--- src/rtl/rs232_byte_rx_pkg.sv ---
// Shared definitions for the RS-232 receive path: FSM states, default line settings
// and the baud divider helpers also used by the transmit side.
package rs232_byte_rx_pkg;

    localparam int unsigned DEF_CLK_HZ = 50_000_000;
    localparam int unsigned DEF_BAUD   = 115_200;

    typedef enum logic [2:0] {
        StWaitIdle = 3'd0,
        StIdle     = 3'd1,
        StStart    = 3'd2,
        StData     = 3'd3,
        StStop     = 3'd4
    } rx_state_e;

    function automatic int unsigned baud_div(input int unsigned clk_hz, input int unsigned baud);
        return clk_hz / baud;
    endfunction

    function automatic int unsigned baud_half(input int unsigned clk_hz, input int unsigned baud);
        return baud_div(clk_hz, baud) / 2;
    endfunction

endpackage

--- src/rtl/rs232_byte_rx_baud_counter.sv ---
// Bit-period counter: counts 0..limit-1 and flags the last count, where the limit is
// either a full bit (DIV) or half a bit (HALF).
module rs232_byte_rx_baud_counter #(
    parameter int unsigned CNT_W = 16,
    parameter int unsigned DIV   = 434,
    parameter int unsigned HALF  = 217
) (
    input  logic clk,
    input  logic rst,
    input  logic clr,
    input  logic half_sel,
    output logic tick
);

    localparam logic [CNT_W-1:0] LIM_DIV  = CNT_W'(DIV - 1);
    localparam logic [CNT_W-1:0] LIM_HALF = CNT_W'(HALF - 1);

    logic [CNT_W-1:0] cnt_q;

    assign tick = (cnt_q == (half_sel ? LIM_HALF : LIM_DIV));

    // Restarting on tick lets DATA time consecutive bits without a state change.
    always_ff @(posedge clk) begin
        if (rst || clr || tick) begin
            cnt_q <= '0;
        end else begin
            cnt_q <= cnt_q + CNT_W'(1);
        end
    end

endmodule

--- src/rtl/rs232_byte_rx.sv ---
// 8N1 serial byte receiver: synchronises RXD, validates the start bit at mid-bit,
// samples eight data bits LSB first and checks the stop bit.
module rs232_byte_rx
    import rs232_byte_rx_pkg::*;
#(
    parameter int unsigned CLK_HZ = DEF_CLK_HZ,
    parameter int unsigned BAUD   = DEF_BAUD,
    parameter int unsigned CNT_W  = 16
) (
    input  logic       CLK_50MHZ,
    input  logic       RST,
    input  logic       RXD,
    output logic [7:0] RS_DATAOUT,
    output logic       RS_DONE,
    output logic       RS_FRAME_ERR,
    output logic       RS_BUSY
);

    localparam int unsigned DIV  = baud_div(CLK_HZ, BAUD);
    localparam int unsigned HALF = baud_half(CLK_HZ, BAUD);

    logic [1:0] sync_q;
    logic       rx_s;
    rx_state_e  state_q, state_d;
    logic [7:0] shift_q, shift_d;
    logic [2:0] bit_idx_q, bit_idx_d;
    logic [7:0] data_q, data_d;
    logic       done_q, done_d;
    logic       ferr_q, ferr_d;
    logic       clr;
    logic       half_sel;
    logic       tick;

    assign rx_s = sync_q[1];

    rs232_byte_rx_baud_counter #(
        .CNT_W (CNT_W),
        .DIV   (DIV),
        .HALF  (HALF)
    ) u_baud_counter (
        .clk      (CLK_50MHZ),
        .rst      (RST),
        .clr      (clr),
        .half_sel (half_sel),
        .tick     (tick)
    );

    always_ff @(posedge CLK_50MHZ) begin
        if (RST) begin
            sync_q    <= 2'b11;
            state_q   <= StWaitIdle;
            shift_q   <= '0;
            bit_idx_q <= '0;
            data_q    <= '0;
            done_q    <= 1'b0;
            ferr_q    <= 1'b0;
        end else begin
            sync_q    <= {sync_q[0], RXD};
            state_q   <= state_d;
            shift_q   <= shift_d;
            bit_idx_q <= bit_idx_d;
            data_q    <= data_d;
            done_q    <= done_d;
            ferr_q    <= ferr_d;
        end
    end

    always_comb begin
        state_d   = state_q;
        shift_d   = shift_q;
        bit_idx_d = bit_idx_q;
        data_d    = data_q;
        done_d    = 1'b0;
        ferr_d    = 1'b0;
        half_sel  = 1'b0;
        clr       = 1'b0;

        unique case (state_q)
            // The line must read high for half a bit, so the reset-loaded synchroniser
            // ones cannot release a line that is really held low.
            StWaitIdle: begin
                half_sel = 1'b1;
                if (!rx_s) begin
                    clr = 1'b1;
                end else if (tick) begin
                    state_d = StIdle;
                end
            end
            StIdle: begin
                clr = 1'b1;
                if (!rx_s) begin
                    state_d = StStart;
                end
            end
            StStart: begin
                half_sel = 1'b1;
                if (tick) begin
                    if (rx_s) begin
                        state_d = StIdle;
                    end else begin
                        bit_idx_d = '0;
                        state_d   = StData;
                    end
                end
            end
            StData: begin
                if (tick) begin
                    shift_d   = {rx_s, shift_q[7:1]};
                    bit_idx_d = bit_idx_q + 3'd1;
                    if (bit_idx_q == 3'd7) begin
                        state_d = StStop;
                    end
                end
            end
            StStop: begin
                if (tick) begin
                    if (rx_s) begin
                        data_d  = shift_q;
                        done_d  = 1'b1;
                        state_d = StIdle;
                    end else begin
                        ferr_d  = 1'b1;
                        state_d = StWaitIdle;
                    end
                end
            end
            default: begin
                state_d = StWaitIdle;
            end
        endcase

        if (state_d != state_q) begin
            clr = 1'b1;
        end
    end

    assign RS_DATAOUT   = data_q;
    assign RS_DONE      = done_q;
    assign RS_FRAME_ERR = ferr_q;
    assign RS_BUSY      = (state_q != StIdle);

endmodule
--- config.mk ---
export PLATFORM = sky130hd
export DESIGN_NAME = rs232_byte_rx
export DESIGN_NICKNAME = d
export VERILOG_FILES = /design/src/rtl/rs232_byte_rx_pkg.sv /design/src/rtl/rs232_byte_rx_baud_counter.sv /design/src/rtl/rs232_byte_rx.sv
export SDC_FILE = /design/constraint.sdc
export NUM_CORES = 1
export LEC_CHECK = 0
export ABC_AREA = 1
export CORE_ASPECT_RATIO = 1.4
export CORE_UTILIZATION = 37
export DETAILED_ROUTE_END_ITERATION = 8
export PLACE_DENSITY = 0.57
export SLEW_MARGIN = 40
export SYNTH_ARGS = -nofsm -noshare
export SYNTH_HDL_FRONTEND = slang
export SYNTH_SLANG_ARGS = --single-unit
export TNS_END_PERCENT = 1
--- constraint.sdc ---
create_clock -name CLK_50MHZ -period 4.6 [get_ports CLK_50MHZ]
set_clock_uncertainty 0.1 [all_clocks]
set_input_delay 0.92 -clock CLK_50MHZ [delete_from_list [all_inputs] [get_ports CLK_50MHZ]]
set_output_delay 0.92 -clock CLK_50MHZ [all_outputs]
set_load 0.02 [all_outputs]
======== Word-level counts from Yosys, hierarchy flattened ========
Cells that the tools add are included.
storage, ports and cells
  bits in registers ....................... 42
  bits in latches ......................... 0
  bits in writable memories ............... 0
  memory bits (read-only) ................. 0
  input bits .............................. 3
  output and inout bits ................... 11
  word-level logic and storage cells ...... 52
  memories kept ........................... 0
operators by class
  add/sub/neg operators ................... 2
  multipliers ............................. 0
  divide/modulo/power cells ............... 0
  $lt $le $gt $ge ......................... 0
  equal/unequal tests ..................... 11
  shift operators ......................... 0
  muxes and demuxes ....................... 20
  bitwise logic cells ..................... 2
  reductions and logical operators ........ 9
operators by type and width
  cell                     number
  $mux W3                  10
  $add A16 B1 Y16 const B  1
  $eq A16 B16 Y1           1
  $pmux W3 S5              1
  $mux W9                  1
  $eq A3 B2 Y1 const B     2
  $eq A3 B3 Y1 const B     2
  $pmux W3 S2              1
  $mux W1                  5
  $ne A2 B1 Y1 const B     2
  $reduce_and A4 Y1        1
  $add A3 B1 Y3 const B    1
  $eq A3 B1 Y1 const B     1
  $logic_not A3 Y1         1
  $ne A3 B1 Y1 const B     1
  $ne A3 B3 Y1             1
  $reduce_and A3 Y1        1
  $reduce_or A3 Y1         1
  $logic_or A1 B1 Y1       2
  $mux W2                  1
  $ne A2 B2 Y1 const B     1
  $not A1 Y1               2
  $pmux W1 S2              1
  $reduce_and A2 Y1        1
  other kinds (2)          2

======== Logic depth before layout (Yosys ltp) ========
  depth in word-level cells ............... 12
  mapped depth ............................ 11
  mapped depth without buffers ............ 11

======== Hierarchy ========
Synthesis repeated with hierarchy kept, for this count alone.
unflattened totals
  cells, all modules ...................... 291
  area, all modules ....................... 2,049.5 µm²
modules (own cells, without submodules)
  module                      times used  cells each  area an instance (µm²)  seq. area each (µm²)
  rs232_byte_rx               1           151         1,109.8                 520.5
  rs232_byte_rx_baud_counter  1           140         939.7                   320.3

======== Least setup slack after synthesis ========
Ideal clock, no wire load.
  kind .................................... input -> register
  from .................................... input RST
  to ...................................... register u_baud_counter.cnt_q[10]
  setup time .............................. 0.121 ns
  data arrival time ....................... 1.715 ns
  data required time ...................... 4.379 ns
  slack ................................... 2.664 ns
  cell stages on the path ................. 5
  buffers on the path ..................... 2
  path through ............................ clkbuf_1 > inv_1 > nand3_2 > buf_2 > nor3_1
between the ends
  cells in the longest elaborated chain, start to end .. 2
RTL lines
  element                          RTL line                          text
  from (decl)                      rs232_byte_rx.sv:11               input logic RST,
  $logic_or A1 B1 Y1 (2 in a row)  rs232_byte_rx_baud_counter.sv:24  if (rst || clr || tick) begin
  to (signal assigned)             rs232_byte_rx_baud_counter.sv:27  cnt_q <= cnt_q + CNT_W'(1);
  to (decl)                        rs232_byte_rx_baud_counter.sv:18  logic [CNT_W-1:0] cnt_q;
Every way passes these cells.
A chain may end at the register's enable or synchronous reset.

======== Final worst setup path ========
  from .................................... register state_q[2]
  to ...................................... output RS_BUSY
between the ends
  cells in the longest elaborated chain, start to end .. 1
RTL lines
  element                 RTL line              text
  from (decl)             rs232_byte_rx.sv:24   rx_state_e state_q, state_d;
  from (signal assigned)  rs232_byte_rx.sv:51   state_q <= StWaitIdle;
  from (signal assigned)  rs232_byte_rx.sv:59   state_q <= state_d;
  $ne A3 B1 Y1            rs232_byte_rx.sv:140  assign RS_BUSY = (state_q != StIdle);
  to (decl)               rs232_byte_rx.sv:16   output logic RS_BUSY
Every way passes these cells.

==> metrics.md <==
| Metric | Value |
|---|---|
| Worst min-delay path class | `flip-flop to flip-flop` |
| I/O pin total | `14` |
| Post-synthesis compound-gate area fraction | `0.07914` |
| Via density | `4.648` |
| Post-route ant nets | `0` |
| Root buffer cell | `clkbuf_8` |
| Largest family of logic cells by synthesized area | `simple AND/OR/NAND/NOR gates` |
| Final period util | `0.5605` |
| Total global routing overflow | `0` |
| Mux cell area share after synthesis | `0` |
| TritonRoute pass-1 iters | `5` |
| CTS tree | `done` |
| Synth Area in Simple Gates | `0.3087` |
| Die H | `87.08 um` |
| Largest cells by area after synthesis | `dfxtp_1, nor2_1, nand2_1` |
| Post-synthesis adder-cell area fraction | `0.01962` |
| Post-synthesis cell area | `1913 sq um` |
| Post-CTS sizing | `0` |
| R2r setup slk | `between 2 and 3 ns` |
| Layout cells sized above 1 | `0.07664` |
| Layout Utilization | `0.4455` |
| Post-synth EDFFs | `0` |
| WL final | `3741 um` |
| Share of synthesized registers carrying an async set or reset | `0` |
| Slew Limit Fails | `0` |
| Setup TNS | `0 ns` |
| Fin area | `2191 sq um` |
| Area Growth Syn to Fin | `14.52%` |
| Worst reg2reg endpoint | `shift_q[3]` |
| Critical-path cell list | `nor2_1, inv_1, nor2_1, inv_1, clkdlybuf4s50_1` |
| Final net count | `between 200 and 300` |
| Sequential area share after synthesis | `0.4395` |
| Num CTS Buffers | `5` |
| Reg clk slew, reported paths | `0.08 ns` |
| P_sw | `0.1380 mW` |
| CP required | `3.58 ns` |
| Gpl congestion | `approximately 0.80` |
| DRT iter0 DRCs | `44` |
| Most frequent cells in the layout | `nor2_1, dfxtp_1, nand2_1, inv_1, o21ai_0` |
| Syn nets | `about 260` |
| H-tree depth | `2` |
| Diode count | `0` |
| IO buf count | `13` |
| Vias in the first global route | `approximately 1500` |
| RSZ-0062 raised after global routing | `false` |
| CP max-delay cell | `clkdlybuf4s50_1` |
| DRC | `0` |
| Initial antenna violation count | `0` |
| Top cell type's share of synthesized area | `0.4395` |
| Avg Cell Area, Syn | `~7.4 sq um` |
| Initial Utilization | `0.3891` |
| Reg power frac | `0.584` |
| Vias | `about 1600` |
| WP depth | `5` |
| Post-synthesis xor/xnor area fraction | `0.06409` |
| Worst R2R Path Depth | `10` |
| Crit-path max FO | `6` |
| Bufs and invs on worst path | `3` |
| Dominant cell type by area after synthesis | `dfxtp_1` |
| CP Capture Type | `output port` |
| Leading cell type in the layout, fill and taps excluded | `nor2_1` |
| FMAX | `387.8 MHz` |
| Worst-Skew Late Latency | `approximately 0.29 ns` |
| Delay of the slowest critical-path stage | `0.59 ns` |
| Routed WL per cell | `11.07 um` |
| Max clock buf depth | `2` |
| Number of setup violations in the final report | `0` |
| Final Hold Vio Count | `0` |
| Pwr Density | `287.9 nW/um^2` |
| Sw Share | `0.2187` |
| Largest net degree at the start of global routing | `19` |
| Synth Register Bits | `42` |
| Post-Syn Instances | `258` |
| Clock share of power | `0.387` |
| Max Cap Viol | `0` |
| Post-CTS setup repair buffer count | `0` |
| CP Launch Type | `flip-flop` |
| WP data arrival | `1.56 ns` |
| Lkg Pwr | `0.8714 nW` |
| Gr usage total | `0.1545` |
| CP Class | `flip-flop to output port` |
| Crit path time final | `2.578 ns` |
| Most used DFF post-synth | `dfxtp_1` |
| Clk sinks | `between 40 and 50` |
| Hold-fix buffers, CTS | `0` |
| Die Area | `roughly 5500 sq um` |
| Critical Path Start | `state_q[2]` |
| Relative slew slack | `0.6731` |
| Power share of the combinational group | `0.030` |
| Status | `completed` |
| Synth Warn # | `0` |
| Critical R2R Launch | `u_baud_counter.cnt_q[12]` |
| Num rows | `30` |
| Core area | `4917 sq um` |
| CP top delay family | `buffers and inverters` |
| Post-DP HPWL | `roughly 2700 um` |
| First-pass GRT wire length | `6686 um` |
| Internal | `0.4928 mW` |
| Worst slew pin tran | `0.4903 ns` |
| Synth cell types | `26` |
| Setup crit end | `RS_BUSY` |
| Peak VDD IR | `0.0002146 V` |
| Die extent in x | `62.77 um` |
| DP Area | `2096 sq um` |
-- synthesized netlist by cell type (2+ instances only) --
library cell / count
nor2_1: 51
dfxtp_1: 42
nand2_1: 37
inv_1: 34
o21ai_0: 21
nor3_1: 20
xor2_1: 12
nand3_1: 6
a21oi_1: 5
nand4_1: 5
inv_2: 4
ha_1: 3
buf_4: 2
nand3b_1: 2
or2_2: 2
xnor2_1: 2
-- routing by layer --
| metal | global-route usage | wire [um] | share of wire | up-vias |
|---|---|---|---|---|
| met3 | 0.02749 | 71 | 0.019 | 2 |
| met4 | 0.05708 | 23 | 0.0061 | 0 |
| li1 | - | - | - | 837 |
| met1 | 0.1766 | 1756 | 0.47 | 718 |
| met2 | 0.2846 | 1889 | 0.50 | 14 |
| met5 | 0 | 0 | 0 | - |
-- cell families (layout without fill, tap and decap cells) --
family | Yosys count | after routing
and+or+nand+nor | 129 | 129
buffers and inverters | 43 | 59
DFF | 42 | 42
AOI/OAI and AO/OA | 27 | 27
xor gates and xnor gates | 14 | 14
adders and majority gates | 3 | 3
-- power by group through the flow --
stage | clock network [mW] | registers, mW | logic, mW
6_report | 0.244 | 0.368 | 0.0186
4_1_cts | 0.255 | 0.368 | 0.0190
2_1_floorplan | 0 | 0.376 | 0.0147
5_1_grt | 0.271 | 0.369 | 0.0218
3_3_place_gp | 0 | 0.377 | 0.0186
3_5_place_dp | 0 | 0.377 | 0.0189
-- registers in the layout, summed over array words and instances (netlist names) --
register              count
sync_q                    2
shift_q                   8
RS_DONE                   1
RS_FRAME_ERR              1
RS_DATAOUT                8
bit_idx_q                 3
u_baud_counter.cnt_q     16
state_q                   3
-- how the worst min path moves through the flow --
stage	cells after the start	end	slack, ns	from
2_1_floorplan	1	sync_q[1]	0.29	sync_q[0]
4_1_cts	1	sync_q[1]	0.32	sync_q[0]
3_5_place_dp	1	sync_q[1]	0.30	sync_q[0]
3_3_place_gp	1	sync_q[1]	0.29	sync_q[0]
5_1_grt	1	sync_q[1]	0.34	sync_q[0]
6_report	1	sync_q[1]	0.32	sync_q[0]
-- stage by stage --
| stage | hold WS [ns] | worst slack, ns | power, mW | std cells |
|---|---|---|---|---|
| after global placement | 0.2902 | 1.831 | 0.3954 | 330 |
| after CTS | 0.3216 | 2.004 | 0.6421 | 338 |
| final | 0.3185 | 2.022 | 0.6308 | 338 |
| after floorplan | 0.2895 | 2.664 | 0.3911 | 258 |
| after detailed placement | 0.2997 | 1.745 | 0.3958 | 330 |
| after global routing | 0.3419 | 1.896 | 0.6613 | 338 |
-- area by class of cell --
cell class	instances	area [sq um]
clock buffer	6	82.58
multi-input combinational	173	902.1
clock inverter	2	12.51
timing repair buffer	13	130.1
tap	64	80.08
fill	513	2726
inverter	38	142.6
sequential	42	840.8
Power figures use the tool's default switching activity.
